--- src/rtl/instr_sequencer.sv ---
// Multi-cycle instruction sequencer: fetch/decode/exec/mem/wb control
// with memory-ack timeouts, terminal halt/fault and a retire counter.
module instr_sequencer #(
  parameter int WIDTH       = 32,
  parameter int MEM_TIMEOUT = 255
) (
  input  logic             clk,
  input  logic             reset_n,
  input  logic [WIDTH-1:0] instr,
  input  logic             cond_flag,
  output logic             imem_req,
  input  logic             imem_ack,
  output logic             dmem_req,
  output logic             dmem_we,
  input  logic             dmem_ack,
  output logic             ir_wr_en,
  output logic             pc_wr_en,
  output logic [1:0]       pc_mux_sel,
  output logic             reg_wr_en,
  output logic             halted,
  output logic             fault,
  output logic [2:0]       state,
  output logic [WIDTH-1:0] retired
);

  localparam logic [2:0] S_FETCH  = 3'd0;
  localparam logic [2:0] S_DECODE = 3'd1;
  localparam logic [2:0] S_EXEC   = 3'd2;
  localparam logic [2:0] S_MEM    = 3'd3;
  localparam logic [2:0] S_WB     = 3'd4;
  localparam logic [2:0] S_HALT   = 3'd5;
  localparam logic [2:0] S_FAULT  = 3'd6;

  localparam logic [7:0] T_LAST = 8'(MEM_TIMEOUT - 1);

  typedef enum logic [2:0] {
    C_ALU, C_BR, C_JAL, C_LD, C_ST, C_HLT, C_BAD
  } cls_t;

  logic [2:0] st, st_nx;
  cls_t       cls, cls_dec;
  logic [7:0] wcnt;
  logic       unused_bits;

  assign unused_bits = ^instr[WIDTH-5:0];
  assign state       = st;

  always_comb begin
    cls_dec = C_BAD;
    unique case (instr[31:28])
      4'b1100, 4'b1101,
      4'b1000, 4'b1001: cls_dec = C_ALU;
      4'b0010:          cls_dec = C_BR;
      4'b0110:          cls_dec = C_JAL;
      4'b0111:          cls_dec = C_LD;
      4'b0011:          cls_dec = C_ST;
      4'b1111:          cls_dec = C_HLT;
      default:          cls_dec = C_BAD;
    endcase
  end

  always_ff @(posedge clk or negedge reset_n) begin
    if (!reset_n) st <= S_FETCH;
    else          st <= st_nx;
  end

  always_comb begin
    st_nx = st;
    unique case (st)
      S_FETCH: begin
        if (imem_ack)            st_nx = S_DECODE;
        else if (wcnt == T_LAST) st_nx = S_FAULT;
      end
      S_DECODE: begin
        unique case (cls_dec)
          C_ALU, C_BR, C_JAL: st_nx = S_EXEC;
          C_LD, C_ST:         st_nx = S_MEM;
          C_HLT:              st_nx = S_HALT;
          default:            st_nx = S_FAULT;
        endcase
      end
      S_EXEC: st_nx = S_FETCH;
      S_MEM: begin
        if (dmem_ack)
          st_nx = (cls == C_ST) ? S_FETCH : S_WB;
        else if (wcnt == T_LAST)
          st_nx = S_FAULT;
      end
      S_WB:    st_nx = S_FETCH;
      S_HALT:  st_nx = S_HALT;
      S_FAULT: st_nx = S_FAULT;
      default: st_nx = S_FAULT;
    endcase
  end

  // class is captured while leaving DECODE so later instr edits are inert
  always_ff @(posedge clk or negedge reset_n) begin
    if (!reset_n) begin
      cls  <= C_ALU;
      wcnt <= '0;
    end else begin
      if (st == S_DECODE) cls <= cls_dec;
      if (st_nx != st && (st_nx == S_FETCH || st_nx == S_MEM))
        wcnt <= '0;
      else if ((st == S_FETCH && !imem_ack) ||
               (st == S_MEM && !dmem_ack))
        wcnt <= wcnt + 8'd1;
    end
  end

  always_comb begin
    imem_req   = 1'b0;
    dmem_req   = 1'b0;
    dmem_we    = 1'b0;
    ir_wr_en   = 1'b0;
    pc_wr_en   = 1'b0;
    pc_mux_sel = 2'b00;
    reg_wr_en  = 1'b0;
    halted     = 1'b0;
    fault      = 1'b0;
    if (reset_n) begin
      unique case (st)
        S_FETCH: begin
          imem_req = 1'b1;
          ir_wr_en = imem_ack;
        end
        S_EXEC: begin
          pc_wr_en = 1'b1;
          unique case (cls)
            C_BR:  pc_mux_sel = cond_flag ? 2'b01 : 2'b00;
            C_JAL: begin
              reg_wr_en  = 1'b1;
              pc_mux_sel = 2'b10;
            end
            default: reg_wr_en = 1'b1;
          endcase
        end
        S_MEM: begin
          dmem_req = 1'b1;
          dmem_we  = (cls == C_ST);
          pc_wr_en = dmem_ack && (cls == C_ST);
        end
        S_WB: begin
          reg_wr_en = 1'b1;
          pc_wr_en  = 1'b1;
        end
        S_HALT:  halted = 1'b1;
        S_FAULT: fault  = 1'b1;
        default: ;
      endcase
    end
  end

  always_ff @(posedge clk or negedge reset_n) begin
    if (!reset_n)      retired <= '0;
    else if (pc_wr_en) retired <= retired + WIDTH'(1);
  end

endmodule
--- config.mk ---
export PLATFORM = sky130hd
export DESIGN_NAME = instr_sequencer
export DESIGN_NICKNAME = d
export VERILOG_FILES = /design/src/rtl/instr_sequencer.sv
export SDC_FILE = /design/constraint.sdc
export NUM_CORES = 1
export LEC_CHECK = 0
export ABC_CLOCK_PERIOD_IN_PS = 1700
export BUFFER_PORTS_ARGS = -buffer_cell sky130_fd_sc_hd__buf_4
export CELL_PAD_IN_SITES_DETAIL_PLACEMENT = 1
export CELL_PAD_IN_SITES_GLOBAL_PLACEMENT = 2
export CORE_MARGIN = 2
export CORE_UTILIZATION = 28
export DETAILED_ROUTE_END_ITERATION = 10
export PLACE_DENSITY_LB_ADDON = 0.1
export SLEW_MARGIN = 10
export SYNTH_ARGS = -nofsm -noshare
export SYNTH_HDL_FRONTEND = slang
export SYNTH_SLANG_ARGS = --single-unit
--- constraint.sdc ---
create_clock -name clk -period 1.7 [get_ports clk]
set_input_delay 0.17 -clock clk [delete_from_list [all_inputs] [get_ports clk]]
set_output_delay 0.17 -clock clk [all_outputs]
set_load 0.01 [all_outputs]
# Word level (Yosys, flattened, before mapping)
# Memories as Yosys holds them, arrays and structs flattened.
# Cells that the tools add are included.
[classes]
add_sub_neg = 2
mul = 0
div = 0
magnitude_cmp = 0
n_eq_ne = 17
n_shift = 0
muxes = 29
bitwise_logic = 0
n_reduce_logical = 15
[ops]
columns = ["cell", "count"]
rows = [
  ["$add 32x1->32 const B", 1],
  ["$eq 3x2->1 const B", 6],
  ["$eq 3x3->1 const B", 6],
  ["$mux 1", 16],
  ["$mux 8", 2],
  ["$pmux 3 s5", 1],
  ["$mux 3", 4],
  ["$eq 3x1->1 const B", 3],
  ["$logic_not 3->1", 3],
  ["$pmux 3 s3", 1],
  ["$add 8x1->8 const B", 1],
  ["$eq 8x8->1 const B", 1],
  ["$logic_and 1x1->1", 4],
  ["$mux 2", 2],
  ["$pmux 1 s2", 2],
  ["$pmux 2 s2", 1],
  ["$reduce_or 2->1", 2],
  ["$ne 3x3->1", 1],
  ["$reduce_or 3->1", 1],
  ["$logic_not 1->1", 2],
  ["$logic_or 1x1->1", 2],
  ["$reduce_bool 2->1", 1],
]
[word_totals]
register_bits = 46
latch_bits = 0
mem_bits_rw = 0
mem_bits_ro = 48
out_inout_bits = 45
memories = 1
[memory_table]
columns = ["memory", "words", "word_bits", "rd", "rd_clocked_by_memory_dff", "wr", "line_no", "text"]
rows = [
  ["(no name shown)", 16, 3, 1, 0, 0, "50", "unique case (instr[31:28])"],
]

# Depth between registers and ports, before layout
# Gate-level depths: netlist of the first run.
# An unclocked memory read counts as a cell.
[depth]
depth_word = 9
ltp_mapped = 7
ltp_nobuf = 7

# Worst setup path before layout of the first run
# Ideal clock, no wire load.
[synth_timing]
path_kind = "register to register"
from = "register st[2], in the netlist state[2]"
to = "register wcnt[1]"
arrival_time_ns = 1.774
path_slack_ns = -0.167
path_stages_with_launch = 7
n_path_buf = 1
period_less_slack_ns = 1.867
path_cell_list = "dfrtp_1 -> or3b_1 -> clkbuf_1 -> a41o_1 -> nand3_1 -> mux2_4 -> a221oi_2"
[synth_between]
elab_chain_len = 7
elab_cells_between_ends = 21
[synth_rtl]
columns = ["element", "line_no", "text"]
rows = [
  ["start, declared", "40", "logic [2:0] st, st_nx;"],
  ["start signal, assigned", "64", "else st <= st_nx;"],
  ["$eq 3x2->1 or $eq 3x3->1 (tied branches)", "69", "unique case (st)"],
  ["$reduce_or 2->1 (no line)", "n/a", ""],
  ["$pmux 3 s5 (*)", "69", ""],
  ["via st_nx[1]", "40", ""],
  ["$eq 3x2->1 or $logic_not 3->1 (tied branches)", "103", "if (st_nx != st && (st_nx == S_FETCH || st_nx == S_MEM))"],
  ["$logic_or 1x1->1", "103", ""],
  ["$logic_and 1x1->1 (*)", "103", ""],
  ["$mux 8 or $reduce_bool 2->1 (tied branches)", "n/a", ""],
  ["end signal, assigned", "107", "wcnt <= wcnt + 8'd1;"],
  ["end, declared", "42", "logic [7:0] wcnt;"],
]
# The timed path passes the listed nets; every way through them passes the cells marked *.
# A chain may end at the register's enable or synchronous reset.

# Worst setup path after layout of the first run
# Same ends and word-level chain as after synthesis.

==> metrics.md, run 1 <==
| Metric | Value |
|---|---|
| Run status | `finished with violations` |
| Failing checks | `negative setup slack` |
| Via count | `around 2200` |
| Largest net degree at the start of global routing | `34` |
| Final Critical Period | `1872 ps` |
| Via density | `roughly 4.7` |
| Max-Cap Viols | `0` |
| Hold Crit Class | `in2async` |
| Switching Fraction | `roughly a third` |
| Netlist cell types | `50` |
| Drt initial violations | `28` |
| CTS sink cnt | `46` |
| Final Hold Viols | `0` |
| GRT Total Usage | `roughly 14%` |
| Hold slack final | `approximately 72 ps` |
| Power share of the combinational group | `46.2%` |
| CTS tree | `built` |
| H-Tree Depth | `2` |
| Placer congestion estimate | `roughly 0.73` |
| Power Density | `1096 nW/um^2` |
| Initial Util | `between 20% and 30%` |
| Number of core rows | `34` |
| Post-Synthesis Cell Area | `~2600 um^2` |
| Post-synth EDFFs | `0` |
| CTS max path bufs | `2` |
| Area delta synth->final | `50.17%` |
| Final ANT Viol Nets | `0` |
| Internal | `around 0.0027 W` |
| Total Wirelength | `around 6800 um` |
| Number of I/O port buffers | `53` |
| Post-route cell area | `approximately 3800 um^2` |
| Kind of critical path | `reg2reg` |
| # IOs | `82` |
| Total Nets Final | `around 400` |
| First-pass GRT wire length | `around 11000 um` |
| Die ar. | `9891 um^2` |
| Fin. max-slew vios | `0` |
| Yosys warning total | `0` |
| Core Region | `approximately 8800 um^2` |
| Syn_area_per_cell | `around 10 um^2` |
| TritonCTS buffer count | `5` |
| Syn Nets | `around 290` |
| Vias in the first global route | `between 2000 and 2500` |
| Crit path arrival time | `2080 ps` |
| Data required, critical path | `1910 ps` |
| Peak supply drop | `between 0.0006 and 0.0007 V` |
| Initial antenna violation count | `0` |
| Leakage | `around 2 nW` |
| Post-synthesis sequential area ratio | `45.12%` |
| Worst slew pin tran | `~460 ps` |
| Pre-Repair DR Iteration Count | `4` |
| Final Cycle Share | `110.1%` |
| Hpwl dp | `4841 um` |
| CP Capture Type | `register` |
| Largest cells by area after synthesis | `dfrtp_1 45%, xor2_1 7.9%, xnor2_1 5.5%` |
| Share of layout cells above drive strength 1 | `between 40% and 50%` |
| Overflow after GRT | `0` |
| Clock Power Share | `about a fifth` |
| Top cell type by total area after synthesis | `dfrtp_1` |
| Area of placed instances | `3334 um^2` |
| Worst reg2reg path depth | `5` |
| Fmax | `approximately 0.53 GHz` |
| Ys flop type | `dfrtp_1` |
| FF+latch count, synth | `46` |
| Worst setup SP type | `register` |
| Final setup fails | `31` |
| Drc violations | `0` |
| Clock skew | `~10 ps` |
| Crit Path Max Fanout | `8` |
| Setup WS post-layout | `-172.5 ps` |
| Die Span X | `a little under 100 um` |
| Reg power frac | `approximately a third` |
| Cells after Synth | `roughly 250` |
| Net switching power | `0.001475 W` |
| Async S/R FF share, synth | `100.0%` |
| Relative slew slack | `69.42%` |
| # diodes | `0` |
| Clock transition at path regs | `90 ps` |
| Height of the die | `a little under 100 um` |
| Worst skew pair latency | `290 ps` |
| Root Buffer | `clkbuf_8` |
| WL/cell | `~15 um` |
| Yosys top cell area share | `45.12%` |
| RSZ-0062 raised after global routing | `true` |
| Final Power | `0.004199 W` |
[sequential cells by signal, indices dropped and copies added (netlist names)]
signal   flops
retired     32
wcnt         8
cls          3
state        3
[power groups by stage]
stage / combinational, W / clock [W] / sequential (W)
after floorplan: 0.000901 / 0 / 0.00143
after global placement: 0.00162 / 0 / 0.00141
after detailed placement: 0.00165 / 0 / 0.00142
after CTS: 0.00184 / 0.000876 / 0.00140
after global routing: 0.00212 / 0.000914 / 0.00144
final: 0.00194 / 0.000843 / 0.00142
[synth_stat cells, drive strengths merged (3+ instances only)]
master and number:
dfrtp 46, nand2 32, xor2 23, nor2 18
nor3 17, xnor2 16, nand3 14, inv 9
a21oi 8, o21ai 8, nand4 7, buf 6
and3 4, ha 3, nand2b 3, nor2b 3
nor4 3
[timing repair]
item,CTS,global route
setup buffers,5,10
hold endpoints to repair,13,0
gates resized for setup,22,34
hold buffers,2,0
endpoints found under the setup margin,25,43
pin swaps,4,12
gates cloned,1,0
[metrics by stage]
stage | setup TNS (ps) | utilization, % | std cells | setup WS, ps
after CTS | -963.3 | 40.92 | 454 | -172.4
after detailed placement | -1065 | 38.05 | 439 | -196.9
after floorplan | -290.0 | - | 246 | -110.0
after global placement | -698.5 | 38.05 | 439 | -128.7
final | -1883 | 43.72 | 464 | -172.5
after global routing | -4651 | 43.72 | 464 | -216.3
[worst max-delay path, cell delays in order (launching register included)]
cell and delay (ps):
dfrtp_2 490, or3b_4 400, a41o_1 220, nand3_2 80
mux2_4 360, a221oi_2 230
[routing by layer]
layer	GRT usage, %	up-vias	part of all wire [%]
met3	2.530	2	3.8
met5	0	-	0
met1	19.04	1066	46
met4	3.161	0	0.61
met2	24.12	36	50
li1	-	1068	-
[path summary, 6_finish.rpt]
| path | from | endpoint | slack (ps) |
|---|---|---|---|
| worst max-delay path | state[2] | wcnt[1] | -170 |
| worst min-delay path | reset_n | retired[10] | 70 |
| worst max register to register | state[2] | wcnt[1] | -170 |
| worst min register to register | retired[31] | retired[31] | 490 |
| max in group asynchronous | reset_n | state[1] | 1010 |
| min in group clk | instr[29] | cls[0] | 180 |
[layout make-up]
cell class	instances	area [um^2]
sequential	46	1156
tap	108	135.1
inverter	9	36.28
clock buffer	6	82.58
timing repair buffer	109	873.3
multi-input combinational	185	1518
fill	1006	4932
clock inverter	1	30.03
[layout by cell type, fill, tap and decap left out, drive strengths merged, types with 6 or more instances in the layout]
| master | count |
|---|---|
| xnor2 | 16 |
| nor2 | 18 |
| nand3 | 15 |
| o21ai | 8 |
| buf | 107 |
| nor3 | 17 |
| nand2 | 32 |
| clkbuf | 6 |
| xor2 | 23 |
| dfrtp | 46 |
| inv | 9 |
| nand4 | 7 |
| a21oi | 8 |
[logic make-up after synthesis]
family / share of synthesized area [%]
simple gates: 28.64
xor+xnor: 13.39
fa+ha+maj: 1.471
compound gates: 7.161
mux: 1.030
buf+inv: 3.188
flops: 45.12
Power figures use the tool's default switching activity.
==> inputs of run 2 (changes only) <==
- MAX_ROUTING_LAYER: default -> met4
- PLACE_DENSITY: default -> 0.73
- PLACE_DENSITY_LB_ADDON: 0.1 -> default
==> run 2 against run 1 <==
Compared with the run above:
- the flow still finishes with violations (negative setup slack)
- via count increased by 1.1%
- global-route usage shrank 0.16 points
- power up 0.15%
- clock power decreased by 25%
- worst hold slack got worse by 51 ps
==> metrics.md, run 2 (synthesis gave the netlist of run 1 again) <==
| Metric | Value |
|---|---|
| Run status | `finished with violations` |
| Internal | `about 0.0027 W` |
| CTS max path bufs | `2` |
| Data required, critical path | `about 1900 ps` |
| Clock transition at path regs | `80 ps` |
| Clock skew | `roughly 5 ps` |
| Hold Crit Class | `in2async` |
| Largest registers | `retired (32), wcnt (8)` |
| CP max stage cell | `dfrtp_2` |
| CTS sink cnt | `46` |
| Die Span X | `99.46 um` |
| Vias in the first global route | `around 2200` |
| CP Capture Type | `register` |
| Via count | `about 2200` |
| Most frequent cells in the layout | `98 x buf_4, 43 x dfrtp_1, 28 x nand2_1, 23 x xor2_1, 15 x xnor2_1` |
| Fin. max-slew vios | `0` |
| Core Region | `about 8800 um^2` |
| Worst skew pair latency | `290 ps` |
| Post-Place Worst Slack | `-158.3 ps` |
| Crit path arrival time | `approximately 2100 ps` |
| Height of the die | `around 100 um` |
| Max-Cap Viols | `0` |
| Final Util | `44.12%` |
| Initial antenna violation count | `0` |
| Crit Path Max Fanout | `8` |
| Worst reg2reg path depth | `5` |
| Largest net degree at the start of global routing | `44` |
| CP peak stage delay | `about 460 ps` |
| Switching Fraction | `between 30% and 40%` |
| Relative slew slack | `between 60 and 70%` |
| Max reg flops | `32` |
| Root Buffer | `clkbuf_8` |
| Via density | `between 4 and 5` |
| CTS tree | `built` |
| Final Critical Period | `approximately 1800 ps` |
| Drc violations | `0` |
| Failing checks | `negative setup slack` |
| Die ar. | `slightly below 10000 um^2` |
| Power share of the combinational group | `approximately half` |
| Clock Power Share | `around 15%` |
| Crit path cell chain | `or3b_4 > a41o_1 > nand3_2 > mux2_4 > a221oi_2` |
| Placer congestion estimate | `about 0.73` |
| Number of I/O port buffers | `53` |
| Net switching power | `between 0.0015 and 0.002 W` |
| Final setup fails | `33` |
| Pre-Repair DR Iteration Count | `4` |
| Setup WS post-layout | `-145.6 ps` |
| Number of core rows | `34` |
| Overflow after GRT | `0` |
| Final Hold Viols | `0` |
| Drt initial violations | `46` |
| First-pass GRT wire length | `between 10000 and 15000 um` |
| Share of layout cells above drive strength 1 | `between 40% and 50%` |
| Final Cycle Share | `108.6%` |
| Total Nets Final | `between 300 and 400` |
| # diodes | `0` |
| Fmax | `0.5418 GHz` |
| TritonCTS buffer count | `5` |
| RSZ-0062 raised after global routing | `true` |
| Area delta synth->final | `51.54%` |
| GRT Total Usage | `14.07%` |
| # IOs | `between 80 and 90` |
| Worst setup SP type | `register` |
| Hpwl dp | `4787 um` |
| Leading cell type in the layout, fill and taps excluded | `buf_4` |
| Setup tns final | `-2002 ps` |
| Power Density | `roughly 1100 nW/um^2` |
| Leakage | `approximately 2.0 nW` |
| Total Wirelength | `around 6900 um` |
| WL/cell | `14.72 um` |
| Reg power frac | `approximately a third` |
| H-Tree Depth | `2` |
| Largest reg by FF count | `retired` |
| Worst slew pin tran | `562.3 ps` |
| Kind of critical path | `reg2reg` |
| Peak supply drop | `slightly below 0.0007 V` |
| Final ANT Viol Nets | `0` |
| Initial Util | `between 20 and 30%` |
[run 2: cell types whose count changed in the layout (fill, tap and decap cells not counted), sizes merged]
cell         delta
buf             +4
bufinv          -1
clkbuf          +1
dlygate4sd3     -1
[run 2: what timing repair did]
| action | CTS | global route |
|---|---|---|
| setup endpoints to repair | 27 | 50 |
| gates resized for setup | 28 | 41 |
| hold endpoints to repair | 3 | 0 |
| cloned | 1 | 0 |
| pin swaps | 12 | 24 |
| hold buffers | 1 | 0 |
| setup buffers | 4 | 13 |
[run 2: final cells by class]
cell class / count / area (um^2)
Sequential cell: 46 / 1155
Fill cell: 994 / 4897
Clock buffer: 7 / 76.32
Timing Repair Buffer: 112 / 900.9
Inverter: 9 / 36.28
Tap cell: 108 / 135.1
Multi-Input combinational cell: 185 / 1563
[run 2: power by group through the flow]
stage | sequential (W) | clock (W) | combinational [W]
floorplan | 0.00143 | 0 | 0.000901
global placement | 0.00141 | 0 | 0.00174
detailed placement | 0.00142 | 0 | 0.00178
CTS | 0.00141 | 0.000660 | 0.00198
global route | 0.00144 | 0.000696 | 0.00234
finish | 0.00141 | 0.000631 | 0.00216
[run 2: path summary, 6_finish.rpt]
check                            start  slack [ps]          end
max                           state[2]        -150      wcnt[1]
min                            reset_n          20      wcnt[7]
max reg2reg                   state[2]        -150      wcnt[1]
min reg2reg                retired[31]         480  retired[31]
max in group asynchronous      reset_n        1230       cls[0]
min in group clk             instr[29]         160       cls[0]
[run 2: metal layers]
layer,vias to the layer above,routed length [um],GRT usage (%)
met2,41,3588,23.96
met3,6,242,2.881
met4,0,48,3.267
met5,-,0,-
met1,1073,2994,17.21
li1,1075,-,-
[run 2: stage by stage]
stage,total power [W],cell area (um^2),instances,hold WS (ps)
3_3_place_gp,0.003150,3349,441,-9.901
2_1_floorplan,0.002328,2557,246,-125.6
5_1_grt,0.004481,3866,467,69.93
6_report,0.004205,3866,467,20.26
4_1_cts,0.004049,3572,454,48.39
3_5_place_dp,0.003198,3349,441,-9.877
[run 2: critical path, delay by kind of cell (launching register included)]
family,cells,cell delay [ps]
mux,1,360
compound gates,2,440
simple gates,2,480
flops,1,460
